==> config.mk <==
export PLATFORM = sky130hd
export DESIGN_NAME = sync_debounce_multi
export DESIGN_NICKNAME = d
export VERILOG_FILES = /design/src/rtl/sync_debounce_multi_pkg.sv /design/src/rtl/sync_debounce_multi_debounce_channel.sv /design/src/rtl/sync_debounce_multi.sv
export SDC_FILE = /design/constraint.sdc
export NUM_CORES = 1
export LEC_CHECK = 0
export BUFFER_PORTS_ARGS = -buffer_cell sky130_fd_sc_hd__buf_2
export CORE_MARGIN = 4
export CORE_UTILIZATION = 52
export DETAILED_ROUTE_END_ITERATION = 12
export MAX_ROUTING_LAYER = met4
export PLACE_DENSITY = 0.77
export SYNTH_ARGS = -nofsm -noshare
export SYNTH_HDL_FRONTEND = slang
export SYNTH_SLANG_ARGS = --single-unit
==> constraint.sdc <==
create_clock -name clock -period 5.2 [get_ports clock]
set_input_delay 0.26 -clock clock [delete_from_list [all_inputs] [get_ports clock]]
set_output_delay 0.26 -clock clock [all_outputs]
set_load 0.05 [all_outputs]
==> src/rtl/sync_debounce_multi_pkg.sv <==
// Shared helpers for the multi-channel synchronizer/debouncer.
package sync_debounce_multi_pkg;

   function automatic int counter_width(input int cycles);
      return (cycles > 1) ? $clog2(cycles) : 0;
   endfunction

endpackage

==> src/rtl/sync_debounce_multi_debounce_channel.sv <==
// One channel: metastability chain, stability counter, level and strobes.
module debounce_channel
   import sync_debounce_multi_pkg::*;
#(
   parameter int   STAGES          = 2,
   parameter int   DEBOUNCE_CYCLES = 1000,
   parameter logic DEFAULT         = 1'b0
) (
   input  logic clock,
   input  logic reset,
   input  logic async_input,
   output logic sync_output,
   output logic rise_pulse,
   output logic fall_pulse,
   output logic accept_rise,
   output logic accept_fall
);

   logic [STAGES-1:0] chain;
   logic              s;
   logic              accept;

   always_ff @(posedge clock or posedge reset) begin
      if (reset) begin
         chain <= {STAGES{DEFAULT}};
      end else begin
         chain <= {chain[STAGES-2:0], async_input};
      end
   end

   assign s = chain[STAGES-1];

   generate
      if (DEBOUNCE_CYCLES == 1) begin : g_nocnt
         assign accept = (s != sync_output);
      end else begin : g_cnt
         localparam int CW = counter_width(DEBOUNCE_CYCLES);
         localparam logic [CW-1:0] LAST = CW'(DEBOUNCE_CYCLES - 1);
         logic [CW-1:0] count;

         // Any return to the held level restarts the stability window
         always_ff @(posedge clock or posedge reset) begin
            if (reset) begin
               count <= '0;
            end else if (s == sync_output || count == LAST) begin
               count <= '0;
            end else begin
               count <= count + CW'(1);
            end
         end

         assign accept = (s != sync_output) && (count == LAST);
      end
   endgenerate

   assign accept_rise = accept & s;
   assign accept_fall = accept & ~s;

   always_ff @(posedge clock or posedge reset) begin
      if (reset) begin
         sync_output <= DEFAULT;
         rise_pulse  <= 1'b0;
         fall_pulse  <= 1'b0;
      end else begin
         if (accept) begin
            sync_output <= s;
         end
         rise_pulse <= accept_rise;
         fall_pulse <= accept_fall;
      end
   end

endmodule

==> src/rtl/sync_debounce_multi.sv <==
// Multi-channel synchronizer with per-channel debounce and edge strobes.
module sync_debounce_multi
   import sync_debounce_multi_pkg::*;
#(
   parameter int                  CHANNELS        = 4,
   parameter int                  STAGES          = 2,
   parameter int                  DEBOUNCE_CYCLES = 1000,
   parameter logic [CHANNELS-1:0] DEFAULT         = {CHANNELS{1'b0}}
) (
   input  logic                clock,
   input  logic                reset,
   input  logic [CHANNELS-1:0] async_input,
   output logic [CHANNELS-1:0] sync_output,
   output logic [CHANNELS-1:0] rise_pulse,
   output logic [CHANNELS-1:0] fall_pulse,
   output logic                changed
);

   generate
      if (CHANNELS < 1) begin : g_bad_channels
         $error("CHANNELS must be at least 1");
      end
      if (STAGES < 2) begin : g_bad_stages
         $error("STAGES must be at least 2");
      end
      if (DEBOUNCE_CYCLES < 1) begin : g_bad_cycles
         $error("DEBOUNCE_CYCLES must be at least 1");
      end
   endgenerate

   logic [CHANNELS-1:0] acc_rise;
   logic [CHANNELS-1:0] acc_fall;

   for (genvar i = 0; i < CHANNELS; i++) begin : g_ch
      debounce_channel #(
         .STAGES          (STAGES),
         .DEBOUNCE_CYCLES (DEBOUNCE_CYCLES),
         .DEFAULT         (DEFAULT[i])
      ) u_ch (
         .clock       (clock),
         .reset       (reset),
         .async_input (async_input[i]),
         .sync_output (sync_output[i]),
         .rise_pulse  (rise_pulse[i]),
         .fall_pulse  (fall_pulse[i]),
         .accept_rise (acc_rise[i]),
         .accept_fall (acc_fall[i])
      );
   end

   // Built from next-state strobes so it lines up with the pulse flops
   always_ff @(posedge clock or posedge reset) begin
      if (reset) begin
         changed <= 1'b0;
      end else begin
         changed <= |(acc_rise | acc_fall);
      end
   end

endmodule

==> flow_metrics.tcl, run 1 <==
set metrics [dict create \
    outcome "finished clean" \
    cts_setup_buffers 0 \
    holdCritPathClass "in2reg" \
    period_share_pct 35.4 \
    port_buffers 18 \
    layout_commonest_cell "dfrtp_1" \
    start_kind "flip-flop" \
    synth_top_area_share_pct 57.5 \
    cts_buffer_depth 2 \
    core_area_um2 4850 \
    cpLargestDelayFamily "simple AND/OR/NAND/NOR gates" \
    h-tree-depth 3 \
    wl_per_cell_um 12.5 \
    grt-ovfl-total 0 \
    cts_buffers 9 \
    synth_edf_count 0 \
    postRouteAntennaNets 0 \
    track_usage_pct 16.1 \
    yosys.area.top_type "dfrtp_1" \
    cts_tree "built" \
    ios 19 \
    rr_worst_depth 5 \
    hold_viol_final 0 \
    netlist_area_um2 2660 \
    setup_viol 0 \
    worstReg2RegEnd "g_ch[3].u_ch.g_cnt.count[7]" \
    clkTransAtPathRegs_ns 0.07 \
    clk_latency_ns 0.34 \
    insertedDiodeCount 0 \
    setup_tns_ns 0 \
    cp-end-kind "flip-flop" \
    rrSetupSlack_ns 3.36 \
    nNetsFinal 270 \
    cp.arrival_ns 2.05 \
    path_max_fanout 7 \
    placed_area_um2 2740 \
    die-area_um2 6310 \
    slew-limit-headroom_pct 51.3 \
    design_area_um2 2920 \
    grt_antenna_before_repair 0 \
    max_freq_mhz 544 \
    drt-vias-per-instance 5.09 \
    hold_slack_ns 0.0242 \
    dr.first_iter.drc_count 71 \
    clock_sinks 61 \
    layout_min_cycle_time_ns 1.84 \
    min_from "async_input[1]" \
    area.growth.synth_to_final_pct 9.80 \
    drv_slew 0 \
    crit_type "reg2reg" \
    via_count 1689 \
    slowest_delay_ns 0.62 \
    finalWorstSetupSlack_ns 3.36 \
    crit_path_frequent_cell "nand2_1" \
    start_util_pct 54.8 \
    ctsHoldBuffers 0 \
    first_global_vias 1672 \
    grt_pass1_wl_um 7420 \
    post_cts_resized 0 \
    path_buf_inv 0 \
    synth_seq_cells 61 \
    ys_top_cells_by_area "dfrtp_1 (57%), xnor2_1 (8.2%), nor2_1 (6.1%)" \
    avgSynthCellArea_um2 10.9 \
    fp-row-count 25 \
    synth_ff_type "dfrtp_1" \
    vdd.ir_drop.worst_uv 174 \
    max-cap-violations 0 \
    drt_first_pass_iters 4 \
    worstHoldPathCells 1 \
    dp_slack_ns 3.40 \
    wirelength_um 4160 \
    layout-drive-gt1-share_pct 15.5 \
    async_reset_ff_share_pct 100 \
    skew_ns 0.0113 \
    tightest_slew_ns 0.731 \
    yosysUniqueCellTypes 29 \
    yosysSeqAreaShare_pct 57.5 \
    ctsRootBufferMaster "clkbuf_8" \
    die_x_um 79.5 \
    hold-path-endpoint "g_ch[1].u_ch.chain[0]" \
    grt_start_max_net_pins 62 \
    drc 0 \
    ys.warnings.count 0 \
    worstReg2RegStart "g_ch[3].u_ch.g_cnt.count[0]" \
    dpl.hpwl_um 2810 \
    die_h_um 79.5 \
    crit_required_ns 5.42 \
    power_density_nw_per_um2 309 \
    final_cell_mix "dfrtp_1 (61), nor2_1 (43), xnor2_1 (25), buf_2 (18), nand2_1 (16)" \
    synth_fp_nets 254 \
    syn_inst 244 \
    leakage_nw 1.31 \
    gp_congestion 0.889 \
    grt_setup_unrepaired "false" \
    slowest_stage "or4_1" \
    path_cells "ha_1 -> nand2_1 -> or4_1 -> nand2_1 -> nor2_1" \
]
==> worst max-delay path by stage <==
stage | start | cells past startpoint | end | slack [ns]
after floorplan | reset | 1 | changed | 3.43
after global routing | g_ch[3].u_ch.g_cnt.count[0] | 5 | g_ch[3].u_ch.g_cnt.count[0] | 3.25
after global placement | g_ch[3].u_ch.g_cnt.count[0] | 5 | g_ch[3].u_ch.g_cnt.count[3] | 3.49
after CTS | g_ch[3].u_ch.g_cnt.count[0] | 5 | g_ch[3].u_ch.g_cnt.count[7] | 3.36
after detailed placement | g_ch[3].u_ch.g_cnt.count[0] | 5 | g_ch[3].u_ch.g_cnt.count[7] | 3.40
final | g_ch[3].u_ch.g_cnt.count[0] | 5 | g_ch[3].u_ch.g_cnt.count[7] | 3.36
==> routing by layer <==
metal	routed length (um)	share of wire (%)	vias up	GRT usage [%]
met5	0	0	-	-
met4	114	2.7	0	9.11
met3	225	5.4	11	7.00
met2	1950	47	34	23.5
met1	1870	45	815	18.5
li1	-	-	829	-
==> state kept, by name, indices dropped and copies added, names as in the netlist <==
| register | flops |
|---|---|
| changed | 1 |
| g_ch.u_ch.rise_pulse | 4 |
| g_ch.u_ch.g_cnt.count | 40 |
| g_ch.u_ch.sync_output | 4 |
| g_ch.u_ch.chain | 8 |
| g_ch.u_ch.fall_pulse | 4 |
==> logic make-up (layout without fill, tap and decap cells) <==
family / count (synthesis) / in the layout / synth area share, %
AO/OA/AOI/OAI: 4 / 4 / 0.942
AND/OR/NAND/NOR: 115 / 115 / 21.3
XOR/XNOR: 36 / 36 / 11.9
buffers and inverters: 20 / 41 / 4.62
adder cells (fa/ha/maj): 4 / 4 / 1.89
multiplexers: 4 / 4 / 1.84
flip-flops: 61 / 61 / 57.5
==> cell usage after synthesis (all sizes together), types with 3 or more instances <==
cell type,number
nor2,43
nand3,13
buf,14
nand2b,3
inv,6
xnor2,25
mux2,4
and3,3
nand4,6
nand2,16
dfrtp,61
nor3,12
xor2,11
nor3b,9
ha,4
==> power breakdown <==
group | switching [mW] | internal [mW] | leakage (nW) | total (mW)
sequential | 0.00912 | 0.485 | 0.824 | 0.494
combinational | 0.0212 | 0.0113 | 0.396 | 0.0325
clock | 0.176 | 0.198 | 0.0857 | 0.374
==> worst reg2reg max path: cells and delay by family (launching register included) <==
kind                       cells  cell delay [ns]
DFF                            1             0.39
and+or+nand+nor                4             1.09
adders and majority gates      1             0.24
==> per-stage QoR <==
stage / std cells / total power, mW / utilization [%]
after floorplan: 244 / 0.526 / -
after global placement: 316 / 0.535 / 56.4
after detailed placement: 316 / 0.536 / 56.4
after CTS: 332 / 0.915 / 60.1
after global routing: 332 / 0.943 / 60.1
final: 332 / 0.901 / 60.1
==> final cells by class <==
type	count	area [um^2]
tap	67	83.8
sequential	61	1530
clock inverter	3	20.0
timing repair buffer	19	97.6
multi-input combinational	163	1010
clock buffer	13	159
inverter	6	22.5
fill	394	1930
No activity file was read; power rests on OpenSTA's default activity.
==> run 2: changes to the inputs <==
- ABC_AREA: unset -> 1
- PLACE_DENSITY: 0.77 -> 0.8
- clock period: 5.2 -> 1.5 ns (I/O delays scaled with it)
==> flow_metrics.tcl, run 2 <==
set metrics [dict create \
    start_kind "flip-flop" \
    cp.arrival_ns 1.61 \
    synth_ff_type "dfrtp_1" \
    grt-ovfl-total 0 \
    largest_reg_flops 40 \
    fp-row-count 26 \
    layout-drive-gt1-share_pct 17.3 \
    yosysSeqAreaShare_pct 52.4 \
    ios 19 \
    hold_viol_final 0 \
    outcome "finished clean" \
    synth_top_area_share_pct 52.4 \
    worstReg2RegEnd "g_ch[3].u_ch.g_cnt.count[6]" \
    max_freq_mhz 728 \
    slew-limit-headroom_pct 78.7 \
    rrSetupSlack_ns 0.13 \
    clkPwrFrac_pct 42.9 \
    cp-end-kind "flip-flop" \
    ys_top_cells_by_count "nand2_1 (62), dfrtp_1 (61), nor2_1 (55)" \
    track_usage_pct 16.8 \
    grtUsageMet2_pct 24.9 \
    ys_top_cells_by_area "dfrtp_1 (52%), nand2_1 (8.0%), nor2_1 (7.1%)" \
    clock_sinks 61 \
    holdCritPathClass "in2async" \
    clk_latency_ns 0.33 \
    combPwrFrac_pct 4.4 \
    cts_setup_buffers 0 \
    die-area_um2 6860 \
    grt_setup_unrepaired "false" \
    grt_antenna_before_repair 0 \
    wirelength_um 4940 \
    power_density_nw_per_um2 995 \
    drc 0 \
    layout_commonest_cell "nand2_1" \
    netlist_area_um2 2910 \
    port_buffers 18 \
    leakage_nw 1.61 \
    dpl.hpwl_um 3440 \
    nNetsFinal 365 \
    synth_seq_cells 61 \
    setup_viol 0 \
    avgSynthCellArea_um2 8.80 \
    final_cell_mix "nand2_1 (62), dfrtp_1 (60), nor2_1 (55), inv_1 (38), nand3_1 (23)" \
    yosysUniqueCellTypes 23 \
    regMostFlops "g_ch.u_ch.g_cnt.count" \
    setup_tns_ns 0 \
    wl_per_cell_um 11.5 \
    insertedDiodeCount 0 \
    crit_type "reg2reg" \
    cts_tree "built" \
    layout_min_cycle_time_ns 1.37 \
    period_share_pct 91.6 \
    vdd.ir_drop.worst_uv 545 \
    grt_pass1_wl_um 9140 \
    synth.most_common_cell "nand2_1" \
    die_x_um 82.8 \
    start_util_pct 55.3 \
    core_area_um2 5270 \
    grtUsageMet1_pct 21.3 \
    area.growth.synth_to_final_pct 12.4 \
    synth_fp_nets 341 \
    seqPwrFrac_pct 52.7 \
    dr.first_iter.drc_count 79 \
    async_reset_ff_share_pct 100 \
    yosys.area.top_type "dfrtp_1" \
    cts_buffer_depth 2 \
    grt_start_max_net_pins 38 \
    internal_power_mw 2.54 \
    cts_buffers 9 \
    worstReg2RegStart "g_ch[3].u_ch.g_cnt.count[0]" \
    rr_worst_depth 6 \
    drv_slew 0 \
    hold_slack_ns 0.196 \
    gr-max-usage-layer "met2" \
    max-cap-violations 0 \
    synth_edf_count 0 \
    reg_top3 "g_ch.u_ch.g_cnt.count: 40 flops, g_ch.u_ch.chain: 8 flops" \
    drt_first_pass_iters 4 \
    p_sw_share_pct 22.1 \
    drt-vias-per-instance 4.94 \
    p_sw_mw 0.721 \
    h-tree-depth 3 \
    ys.warnings.count 0 \
    syn_inst 331 \
    first_global_vias 2036 \
    gp_congestion 0.793 \
    die_h_um 82.8 \
    via_count 2120 \
    tightest_slew_ns 0.316 \
    crit_required_ns 1.74 \
    use_met3_pct 5.74 \
    path_max_fanout 10 \
    skew_ns 0.0109 \
    postRouteAntennaNets 0 \
    ctsRootBufferMaster "clkbuf_8" \
    clkTransAtPathRegs_ns 0.07 \
]
-- run 2: cells by family (layout without fill, tap and decap cells) --
family	Yosys count	count (layout)	share of synthesized area, %
DFF	61	61	52.4
xor gates and xnor gates	17	17	5.11
AOI/OAI and AO/OA	13	13	2.71
buffers and inverters	51	79	8.12
and+or+nand+nor	185	185	29.9
adders and majority gates	4	4	1.72
-- run 2: worst max path at each step --
stage / start / endpoint / slack [ns] / depth (start not counted)
2_1_floorplan: g_ch[1].u_ch.g_cnt.count[0] / g_ch[1].u_ch.g_cnt.count[8] / 0.26 / 5
3_3_place_gp: g_ch[1].u_ch.g_cnt.count[0] / g_ch[1].u_ch.g_cnt.count[9] / 0.18 / 5
3_5_place_dp: g_ch[3].u_ch.g_cnt.count[0] / g_ch[3].u_ch.g_cnt.count[2] / 0.13 / 6
4_1_cts: g_ch[3].u_ch.g_cnt.count[0] / g_ch[3].u_ch.g_cnt.count[8] / 0.12 / 6
5_1_grt: g_ch[0].u_ch.g_cnt.count[0] / g_ch[0].u_ch.g_cnt.count[4] / 0.004 / 6
6_report: g_ch[3].u_ch.g_cnt.count[0] / g_ch[3].u_ch.g_cnt.count[6] / 0.13 / 6
-- run 2: power by group through the flow --
stage	Clock [mW]	Combinational, mW	Sequential (mW)
after floorplan	0	0.0957	1.74
after global placement	0	0.131	1.74
after detailed placement	0	0.135	1.75
after CTS	1.44	0.147	1.72
after global routing	1.53	0.166	1.72
final	1.40	0.142	1.72
-- run 2: area by class of cell --
| class | count | area (um^2) |
|---|---|---|
| clock buffers | 11 | 141 |
| clock inverters | 4 | 48.8 |
| fillers | 434 | 2000 |
| inverters | 39 | 150 |
| multi-input cells | 219 | 1150 |
| flip-flops and latches | 61 | 1530 |
| well taps | 70 | 87.6 |
| repair buffers | 25 | 168 |
-- run 2: what timing repair did --
item	CTS	global route
endpoints found under the setup margin	0	4
hold buffers	5	0
hold endpoints to repair	65	0
resized for setup	0	1
-- run 2: metal layers --
layer / part of all wire, % / up-vias
met3: 3.9 / 10
met4: 2.3 / 0
met1: 46 / 1000
met2: 48 / 35
met5: 0 / -
li1: - / 1075
-- run 2: critical path, cell delays in order, from the launching register on --
cell	delay [ns]
dfrtp_2	0.45
ha_1	0.23
nand2_2	0.11
nor2_1	0.06
nand3_2	0.09
nand2_2	0.14
nor3_1	0.20
-- run 2: per-stage QoR --
| step | std cells | utilization, % | worst slack [ns] | area, um^2 | power (mW) |
|---|---|---|---|---|---|
| 6_report | 429 | 62.1 | 0.126 | 3270 | 3.26 |
| 5_1_grt | 429 | 62.1 | 0.00447 | 3270 | 3.42 |
| 4_1_cts | 429 | 62.1 | 0.123 | 3270 | 3.30 |
| 3_5_place_dp | 409 | 57.5 | 0.128 | 3030 | 1.88 |
| 3_3_place_gp | 409 | 57.5 | 0.179 | 3030 | 1.87 |
| 2_1_floorplan | 331 | - | 0.258 | 2920 | 1.84 |
